File: config.mk
export PLATFORM = sky130hd
export DESIGN_NAME = div_unit
export DESIGN_NICKNAME = d
export VERILOG_FILES = /design/src/rtl/rei_pkg.sv /design/src/rtl/div_unit.sv
export SDC_FILE = /design/constraint.sdc
export NUM_CORES = 1
export LEC_CHECK = 0
export CORE_AREA = 4 4 228 230
export DETAILED_ROUTE_END_ITERATION = 10
export DIE_AREA = 0 0 232 234
export PLACE_DENSITY = 0.57
export SYNTH_ARGS = -nofsm -noshare
export SYNTH_HDL_FRONTEND = slang
export SYNTH_SLANG_ARGS = --single-unit
File: constraint.sdc
create_clock -name clk_i -period 5.38 [get_ports clk_i]
set_clock_uncertainty 0.15 [all_clocks]
set_input_delay 0.538 -clock clk_i [delete_from_list [all_inputs] [get_ports clk_i]]
set_output_delay 0.538 -clock clk_i [all_outputs]
set_load 0.005 [all_outputs]
File: src/rtl/rei_pkg.sv
`default_nettype none
// ============================================================================
//  Module      : rei_pkg
//  Description : Shared types and constants for the integer divide unit
//  Revision    : 1.0  initial release
// ============================================================================
package rei_pkg;

    localparam int XLEN      = 64;
    localparam int DIV_ITERS = 64;
    localparam int DIV_CNT_W = 7;

    // Operation qualifiers supplied with each divide request
    typedef struct packed {
        logic is_signed;
        logic is_rem;
        logic is_word;
    } div_ctrl_s;

    typedef enum logic [1:0] {
        IDLE = 2'd0,
        CALC = 2'd1,
        DONE = 2'd2
    } div_state_e;

    // Select 32- or 64-bit operand; 32-bit values are sign- or zero-extended
    function automatic logic [XLEN-1:0] ext_operand(
        input logic [XLEN-1:0] v,
        input logic            is_word,
        input logic            is_signed
    );
        logic [XLEN-1:0] r;
        if (is_word)
            r = {{(XLEN-32){is_signed & v[31]}}, v[31:0]};
        else
            r = v;
        return r;
    endfunction

endpackage
`default_nettype wire

File: src/rtl/div_unit.sv
`default_nettype none
// ============================================================================
//  Module      : div_unit
//  Description : Iterative radix-2 restoring integer divider (64-bit and
//                word forms, signed/unsigned, quotient/remainder)
//  Revision    : 1.0  initial release
// ============================================================================
module div_unit
    import rei_pkg::*;
(
    input  logic            clk_i,
    input  logic            rst_i,
    input  logic            flush_i,
    input  logic            valid_i,
    output logic            ready_o,
    input  div_ctrl_s       div_ctrl_i,
    input  logic [XLEN-1:0] src1_i,
    input  logic [XLEN-1:0] src2_i,
    output logic            valid_o,
    input  logic            ready_i,
    output logic [XLEN-1:0] rslt_o
);

    localparam logic [DIV_CNT_W-1:0] c_last_iter = DIV_CNT_W'(DIV_ITERS - 1);

    div_state_e            r_state;
    div_state_e            w_state_nxt;
    logic [DIV_CNT_W-1:0]  r_cnt;

    // r_dvd starts as the dividend magnitude and shifts into the quotient
    logic [XLEN-1:0]       r_dvd;
    logic [XLEN-1:0]       r_rem;
    logic [XLEN-1:0]       r_dsr;
    logic                  r_q_neg;
    logic                  r_r_neg;
    logic                  r_is_rem;
    logic                  r_is_word;

    logic                  w_accept;
    logic [XLEN-1:0]       w_a;
    logic [XLEN-1:0]       w_b;
    logic                  w_a_neg;
    logic                  w_b_neg;
    logic [XLEN-1:0]       w_a_mag;
    logic [XLEN-1:0]       w_b_mag;
    logic                  w_b_zero;
    logic [XLEN:0]         w_shift;
    logic [XLEN:0]         w_diff;
    logic [XLEN-1:0]       w_q_fix;
    logic [XLEN-1:0]       w_r_fix;
    logic [XLEN-1:0]       w_sel;

    assign w_accept = valid_i && (r_state == IDLE) && !flush_i;

    assign w_a      = ext_operand(src1_i, div_ctrl_i.is_word, div_ctrl_i.is_signed);
    assign w_b      = ext_operand(src2_i, div_ctrl_i.is_word, div_ctrl_i.is_signed);
    assign w_a_neg  = div_ctrl_i.is_signed & w_a[XLEN-1];
    assign w_b_neg  = div_ctrl_i.is_signed & w_b[XLEN-1];
    // Two's-complement negation maps -2^63 onto 2^63 when read as unsigned
    assign w_a_mag  = w_a_neg ? (~w_a + 1'b1) : w_a;
    assign w_b_mag  = w_b_neg ? (~w_b + 1'b1) : w_b;
    assign w_b_zero = (w_b == '0);

    // Partial remainder stays below the divisor, so the top shift bit is 0
    // and bit XLEN of the difference is the borrow
    assign w_shift  = {r_rem, r_dvd[XLEN-1]};
    assign w_diff   = w_shift - {1'b0, r_dsr};

    assign w_q_fix  = r_q_neg ? (~r_dvd + 1'b1) : r_dvd;
    assign w_r_fix  = r_r_neg ? (~r_rem + 1'b1) : r_rem;
    assign w_sel    = r_is_rem ? w_r_fix : w_q_fix;

    assign ready_o  = (r_state == IDLE);
    assign valid_o  = (r_state == DONE);
    assign rslt_o   = (r_state != DONE) ? '0 :
                      r_is_word ? {{(XLEN-32){w_sel[31]}}, w_sel[31:0]} : w_sel;

    // State register
    always_ff @(posedge clk_i) begin
        if (rst_i)
            r_state <= IDLE;
        else
            r_state <= w_state_nxt;
    end

    // Next-state logic; flush overrides every transition
    always_comb begin
        w_state_nxt = r_state;
        case (r_state)
            IDLE: begin
                if (w_accept)
                    w_state_nxt = w_b_zero ? DONE : CALC;
            end
            CALC: begin
                if (r_cnt == c_last_iter)
                    w_state_nxt = DONE;
            end
            DONE: begin
                if (ready_i)
                    w_state_nxt = IDLE;
            end
            default: w_state_nxt = IDLE;
        endcase
        if (flush_i)
            w_state_nxt = IDLE;
    end

    // Operand capture on accept and one restoring iteration per CALC cycle
    always_ff @(posedge clk_i) begin
        if (rst_i) begin
            r_cnt     <= '0;
            r_dvd     <= '0;
            r_rem     <= '0;
            r_dsr     <= '0;
            r_q_neg   <= 1'b0;
            r_r_neg   <= 1'b0;
            r_is_rem  <= 1'b0;
            r_is_word <= 1'b0;
        end else if (w_accept) begin
            r_cnt     <= '0;
            r_dsr     <= w_b_mag;
            r_is_rem  <= div_ctrl_i.is_rem;
            r_is_word <= div_ctrl_i.is_word;
            if (w_b_zero) begin
                // Divide by zero: raw all-ones quotient, dividend as remainder
                r_dvd   <= '1;
                r_rem   <= w_a;
                r_q_neg <= 1'b0;
                r_r_neg <= 1'b0;
            end else begin
                r_dvd   <= w_a_mag;
                r_rem   <= '0;
                r_q_neg <= w_a_neg ^ w_b_neg;
                r_r_neg <= w_a_neg;
            end
        end else if ((r_state == CALC) && !flush_i) begin
            r_cnt <= r_cnt + 1'b1;
            r_dvd <= {r_dvd[XLEN-2:0], ~w_diff[XLEN]};
            r_rem <= w_diff[XLEN] ? w_shift[XLEN-1:0] : w_diff[XLEN-1:0];
        end
    end

endmodule
`default_nettype wire

## After elaboration in Yosys (flattened, before gate mapping)

Index checks and enable logic that the tools add are counted.

| storage, ports and cells | value |
|---|---|
| register bits | 205 |
| output and inout bits | 66 |

| operators by class | value |
|---|---|
| add/subtract/negate cells | 6 |
| eq/ne operators | 7 |
| muxes and demuxes | 23 |
| bitwise logic cells | 10 |
| reductions and logical operators | 10 |

Operators with widths:

| kind | number |
|---|---|
| 64-bit two-way mux | 16 |
| 64-bit by 1-bit adder with 64-bit output, second input constant | 4 |
| 64-bit inverter | 4 |
| 65-bit by 64-bit subtractor with 65-bit output | 1 |
| 64-bit logical NOT | 1 |
| 2-bit two-way mux | 4 |
| 7-bit by 1-bit adder with 7-bit output, second input constant | 1 |
| 7-bit by 6-bit equality test with 1-bit output, second input constant | 1 |
| 2-bit case mux with 3 select lines | 1 |
| 1-bit bitwise AND | 4 |
| 2-bit by 1-bit != test with 1-bit output, second input constant | 2 |
| 2-bit != test, second input constant | 2 |
| 2-bit OR reduction | 2 |
| 1-bit logical AND | 3 |
| 3-bit AND reduction | 1 |
| 2-bit by 1-bit equality test with 1-bit output, second input constant | 1 |
| 2-bit equality test, second input constant | 1 |
| 2-bit logical NOT | 1 |
| 1-bit two-way mux | 2 |
| 2-bit nonzero test | 1 |
| 1-bit logical NOT | 1 |
| 1-bit inverter | 1 |
| 1-bit XOR | 1 |

## Depth between registers and ports, before layout

Gate-level depths: netlist (run 1).

| logic depth | value |
|---|---|
| depth after elaboration | 7 |
| gate-level depth with buffers | 15 |

## Worst setup path before layout (run 1)

Ideal clock, no wire load.

| timing | value |
|---|---|
| path type | register to output |
| start | reg r_rem[6] |
| end | out rslt_o[57] |
| cell stages (with the launch flop) | 12 |
| arrival time | 3454 ps |
| buffers on the path | 1 |
| setup slack | 1238 ps |
| cell sequence | dfxtp_1 -> or3_4 -> or4_4 -> or3_4 -> or2_4 -> or4_4 -> o41ai_4 -> xor2_1 -> a211oi_2 -> nor2_4 -> buf_6 -> a221oi_1 |

| between the ends | value |
|---|---|
| longest elaborated chain between the ends | 6 |

RTL lines:

| what | line | source |
|---|---|---|
| start, declared | div_unit.sv:32 | `logic [XLEN-1:0] r_rem;` |
| start signal, assigned | div_unit.sv:127 | `r_rem <= w_a;` |
| start signal, assigned | div_unit.sv:139 | `r_rem <= w_diff[XLEN] ? w_shift[XLEN-1:0] : w_diff[XLEN-1:0];` |
| 64-bit inverter | div_unit.sv:70 | `assign w_r_fix = r_r_neg ? (~r_rem + 1'b1) : r_rem;` |
| 64-bit by 1-bit adder with 64-bit output | div_unit.sv:70 |  |
| 64-bit two-way mux | div_unit.sv:70 |  |
| 64-bit two-way mux | div_unit.sv:71 | `assign w_sel = r_is_rem ? w_r_fix : w_q_fix;` |
| 64-bit two-way mux | div_unit.sv:76 | `r_is_word ? {{(XLEN-32){w_sel[31]}}, w_sel[31:0]} : w_sel;` |
| 64-bit two-way mux | div_unit.sv:75 | `assign rslt_o = (r_state != DONE) ? '0 :` |
| end, declared | div_unit.sv:21 | `output logic [XLEN-1:0] rslt_o` |

No other way between the ends.

## Worst setup path in the final report (run 1)

| timing | value |
|---|---|
| start | reg r_rem[13] |
| end | out rslt_o[54] |

The elaborated chain is that of the path after synthesis.

==> results_dict.tcl, run 1 <==
set metrics [dict create \
    cts_root_buf "clkbuf_16" \
    routed_wirelength_mm 77.9 \
    area_delta_synth_final_pct 18.1 \
    worstSetupEndpointType "output pin" \
    switchingPower_w 0.00262 \
    status "completed" \
    final_area_mm2 0.0234 \
    synth_edf_count 0 \
    p_comb_frac 0.423 \
    clkPwrFrac 0.300 \
    wl_met2_mm 32.5 \
    synth_nets 3023 \
    r2r_end "r_rem[3]" \
    die-area_mm2 0.0543 \
    drive_above_1_share 0.0592 \
    rsz0062_at_grt "false" \
    critical_path_arrival_ns 4.57 \
    power_density_mw_per_mm2 276 \
    avgSynthCellArea_um2 7.04 \
    place_area_mm2 0.0224 \
    ys_seq_area_frac 0.207 \
    diodes 0 \
    vias_per_cell 6.03 \
    drt_iter0_markers 2322 \
    startpoint "r_rem[13]" \
    ys_types 81 \
    relSlewSlack 0.222 \
    fmax_ghz 0.190 \
    grt_usage 0.272 \
    met3_wirelength_mm 6.22 \
    path_clk_slew_ns 0.07 \
    async_flop_share 0 \
    synth_ff_type "dfxtp_1" \
    grt_max_degree 92 \
    ant_nets 0 \
    drt_pass1_iterations 5 \
    htreeDepth 1 \
    min_period_over_period 0.977 \
    setup_violations 0 \
    fin_nets 3106 \
    drc 0 \
    start_util 0.398 \
    peakVddDrop_uv 234 \
    tightest_slew_ns 1.16 \
    ys_seq_elements 205 \
    slew_viol_final 0 \
    clock_latency_ns 0.57 \
    cts_hold_buf 0 \
    row_count 82 \
    p_leak_nw 8.67 \
    routabilityCongestion 0.950 \
    cap_violations 0 \
    portBuffers 201 \
    dp_hpwl_mm 60.5 \
    clockBufferDepth 3 \
    die-height_um 234 \
    wl_per_cell_um 21.7 \
    internal_power_w 0.00386 \
    hp-class "in -> reg" \
    r2r_cells 15 \
    wl_met1_mm 37.7 \
    reg2reg_setup_slack_ns 1.06 \
    synthesis.area_mm2 0.0198 \
    cts.sinks 205 \
    switching_share 0.404 \
    seq_power_share 0.277 \
    hold_viol_final 0 \
    crit_fanout 10 \
    start_kind "flop" \
    topRoutingLayerUsed "met4" \
    finalSetupTns_ns 0 \
    grt_pass1_wl_mm 118 \
    core_mm2 0.0499 \
    antenna_found_initial 0 \
    period_minus_slack_ns 5.25 \
    grt_pass1_vias 19700 \
    grt_overflow 0 \
    worstReg2RegStart "r_dvd[63]" \
    syn_inst 2817 \
    ys_warn_count 0 \
    cts_buffers 26 \
    worstSetupPathType "reg -> out" \
    required_ns 4.69 \
    via_count 21700 \
    min_path_cells 2 \
    cts_tree "built" \
    die_w_um 232 \
    endpoint "rslt_o[54]" \
    design.portCount 202 \
]
cell families (layout without fill, tap and decap cells):
logic type,count (synthesis),count (layout),synth area share
and+or+nand+nor,938,938,0.224
AOI/OAI and AO/OA,936,936,0.307
buffers and inverters,322,425,0.0622
xor gates and xnor gates,301,301,0.133
DFF,205,205,0.207
adders and majority gates,70,70,0.0445
muxes,45,45,0.0230
sequential cells by signal, indices dropped and copies added, names as in the netlist:
signal,cells
r_cnt,7
r_dsr,64
r_dvd,64
r_is_rem,1
r_is_word,1
r_q_neg,1
r_r_neg,1
r_rem,64
r_state,2
cells in the final DEF, fill, tap and decap left out, types with 42 or more instances in the layout:
cell and count:
o31ai_1 56, nand2_1 258, inv_1 113, o21ai_0 164
ha_1 69, a221oi_1 45, a21oi_1 288, xor2_1 148
xnor2_1 151, nor2_1 332, a31oi_1 42, buf_4 61
dfxtp_1 199, nor3_1 71, clkdlybuf4s50_1 189, a211oi_1 121
per-stage QoR:
step           setup WS [ns]  total power, W  utilization  hold slack, ns  instances
2_1_floorplan           1.24         0.00365            -           0.282       2817
6_report               0.126         0.00648        0.470           0.241       3592
5_1_grt              0.00406         0.00684        0.470           0.242       3592
3_3_place_gp           0.564         0.00449        0.449           0.292       3536
4_1_cts             0.000256         0.00646        0.468           0.213       3589
3_5_place_dp           0.494         0.00450        0.449           0.297       3536
per-layer routing:
metal	global-route usage	vias up
met2	0.403	959
met5	0	-
met3	0.0244	93
met1	0.428	10200
met4	0.0542	0
li1	-	10400
worst min path at each step:
| stage | startpoint | endpoint | slack [ns] |
|---|---|---|---|
| global route | rst_i | r_is_rem | 0.24 |
| CTS | rst_i | r_dvd[32] | 0.21 |
| floorplan | r_dsr[32] | r_dsr[32] | 0.28 |
| finish | rst_i | r_is_rem | 0.24 |
| detailed placement | r_dsr[48] | r_dsr[48] | 0.30 |
| global placement | r_dsr[35] | r_dsr[35] | 0.29 |
worst max-delay path: stages (launching register included):
cell             delay [ns]
dfxtp_1                0.43
nor4_2                 0.35
or4b_4                 0.53
nor4_4                 0.40
nand3_2                0.20
or4_4                  0.47
or4_4                  0.47
o31ai_2                0.21
xnor2_1                0.16
a211oi_1               0.10
nor2_1                 0.13
clkdlybuf4s50_1        0.53
layout make-up:
cell class,instances,area (um^2)
Sequential cell,205,4110
Multi-Input combinational cell,2290,14600
Clock buffer,33,707
Timing Repair Buffer,264,2530
Tap cell,672,841
Fill cell,5149,26400
Inverter,113,424
Clock inverter,15,230
Yosys cell counts, types with 16 or more instances:
cell / n / share of area
nor3_1: 73 / 0.018
ha_1: 69 / 0.044
a21oi_1: 288 / 0.073
or4_1: 16 / 0.0061
a22oi_1: 23 / 0.0087
a221oi_1: 47 / 0.021
nor4_1: 38 / 0.012
or3_1: 39 / 0.012
o21ai_0: 165 / 0.042
a211oi_1: 122 / 0.046
a21o_1: 38 / 0.014
nand4_1: 32 / 0.010
nand2_1: 258 / 0.049
o41ai_1: 35 / 0.015
o221ai_1: 17 / 0.0075
xnor2_1: 152 / 0.067
inv_1: 113 / 0.021
nand2b_1: 28 / 0.0088
mux2i_1: 40 / 0.020
clkbuf_1: 181 / 0.034
xor2_1: 149 / 0.066
nor2_1: 334 / 0.063
dfxtp_1: 205 / 0.21
buf_1: 23 / 0.0044
nand3_1: 27 / 0.0068
o31ai_1: 56 / 0.021
a31oi_1: 42 / 0.013
what timing repair did:
item	CTS	global route
pin swaps	1	3
buffers inserted	5	3
resized for setup	3	18
setup endpoints to repair	9	15
power groups by stage:
| stage | registers, W | clock network [W] | logic (W) |
|---|---|---|---|
| global route | 0.00181 | 0.00203 | 0.00300 |
| detailed placement | 0.00182 | 0 | 0.00268 |
| finish | 0.00179 | 0.00194 | 0.00274 |
| CTS | 0.00179 | 0.00198 | 0.00269 |
| global placement | 0.00181 | 0 | 0.00268 |
| floorplan | 0.00175 | 0 | 0.00190 |
Power figures use the tool's default switching activity.
==> inputs of run 2 (changes only) <==
Settings changed: MAX_ROUTING_LAYER from default to met4.
==> results_dict.tcl, run 2 (synthesis gave the netlist of run 1 again) <==
set metrics [dict create \
    status "completed" \
    reg_top3 "r_dsr (64), r_dvd (64), r_rem (64)" \
    period_minus_slack_ns 5.28 \
    grt_max_degree 155 \
    ant_nets 0 \
    vias_per_cell 6.00 \
    drc 0 \
    power_density_mw_per_mm2 278 \
    start_kind "flop" \
    cts_buffers 27 \
    dp_hpwl_mm 61.0 \
    area_delta_synth_final_pct 17.9 \
    cap_violations 0 \
    worstSetupEndpointType "output pin" \
    clock_latency_ns 0.56 \
    mostFrequentLayoutCells "nor2_1 (332), a21oi_1 (288), nand2_1 (258)" \
    die-area_mm2 0.0543 \
    drive_above_1_share 0.0573 \
    die_w_um 232 \
    p_total_w 0.00650 \
    fmax_ghz 0.189 \
    p_leak_nw 8.63 \
    row_count 82 \
    cts.sinks 205 \
    grt_pass1_vias 19600 \
    fin_nets 3101 \
    routed_wirelength_mm 78.4 \
    drt_pass1_iterations 7 \
    path_clk_slew_ns 0.06 \
    fin_hold_ws_ns 0.302 \
    worstSetupPathType "reg -> out" \
    critical_path_arrival_ns 4.60 \
    wl_per_cell_um 21.9 \
    start_util 0.398 \
    fillers 5116 \
    routabilityCongestion 0.957 \
    min_period_over_period 0.982 \
    relSlewSlack 0.290 \
    final_common_cell "nor2_1" \
    crit_fanout 7 \
    final_core_util 0.469 \
    core_mm2 0.0499 \
    finalSetupTns_ns 0 \
    cts_tree "built" \
    rsz0062_at_grt "false" \
    via_count 21500 \
    die-height_um 234 \
    design.portCount 202 \
    required_ns 4.69 \
    grt_overflow 0 \
    grt_usage 0.282 \
    clockBufferDepth 3 \
    slew_viol_final 0 \
    peakVddDrop_uv 217 \
    htreeDepth 1 \
    tightest_slew_ns 1.07 \
    antenna_found_initial 1 \
    drt_iter0_markers 1886 \
    grt_pass1_wl_mm 118 \
    hold_viol_final 0 \
    portBuffers 201 \
    hp-class "reg -> reg" \
    cts_root_buf "clkbuf_16" \
    setup_violations 0 \
]
run 2: cell count changes in the layout (fill, tap and decap cells not counted), moves of 2 or more:
| cell | delta |
|---|---|
| clkbuf_8 | +2 |
| clkbuf_1 | -3 |
| buf_4 | -7 |
| clkinv_2 | +3 |
run 2: where the power goes:
part           switching (W)  internal, W  total, W
Clock               0.000746      0.00118   0.00192
Combinational        0.00171      0.00107   0.00278
Sequential          0.000169      0.00162   0.00179
run 2: final timing paths:
kind	endpoint	cells after the start	slack [ns]	startpoint
setup / recovery	rslt_o[50]	11	0.1	r_rem[14]
hold / removal	r_dsr[48]	2	0.30	r_dsr[48]
setup reg to reg	r_rem[14]	15	1.05	r_dvd[63]
hold reg to reg	r_dsr[48]	2	0.30	r_dsr[48]
run 2: final cells by class:
type | instances | area [um^2] | share of cell area
Multi-Input combinational cell | 2290 | 14600 | 0.623
Sequential cell | 205 | 4110 | 0.176
Timing Repair Buffer | 258 | 2480 | 0.106
Tap cell | 672 | 841 | 0.0360
Clock buffer | 33 | 748 | 0.0320
Inverter | 113 | 424 | 0.0181
Clock inverter | 16 | 198 | 0.00845
Antenna cell | 1 | 2.50 | 0.000107
run 2: repair_timing:
action,CTS,global route
endpoints found under the setup margin,9,10
hold endpoints to repair,0,0
pin swaps,1,4
buffers inserted,0,1
resized for setup,2,14
hold buffers,0,0
run 2: critical path, stage by stage (launching register included):
cell and delay [ns]:
dfxtp_2 0.37, or3_4 0.42, or4b_4 0.52, nor4_4 0.39, nand3_2 0.20, or4_4 0.47, or4_4 0.47, o21ai_0 0.21
xnor2_1 0.11, a211oi_1 0.35, nor2_1 0.07, clkdlybuf4s50_1 0.46
run 2: per-layer routing:
layer,part of all wire,wire length [um],track usage,vias to the layer above
li1,-,-,-,10400
met5,0,0,-,-
met1,0.49,38400,0.425,10100
met4,0.025,1950,0.0710,0
met2,0.41,32300,0.402,899
met3,0.073,5750,0.0284,108
run 2: metrics by stage:
stage,worst slack [ns],cells,instance area (um^2)
global placement,0.551,3537,22400
floorplan,1.24,2817,19800
CTS,0.00715,3586,23300
finish,0.0956,3588,23400
global route,0.00276,3588,23400
detailed placement,0.508,3537,22400
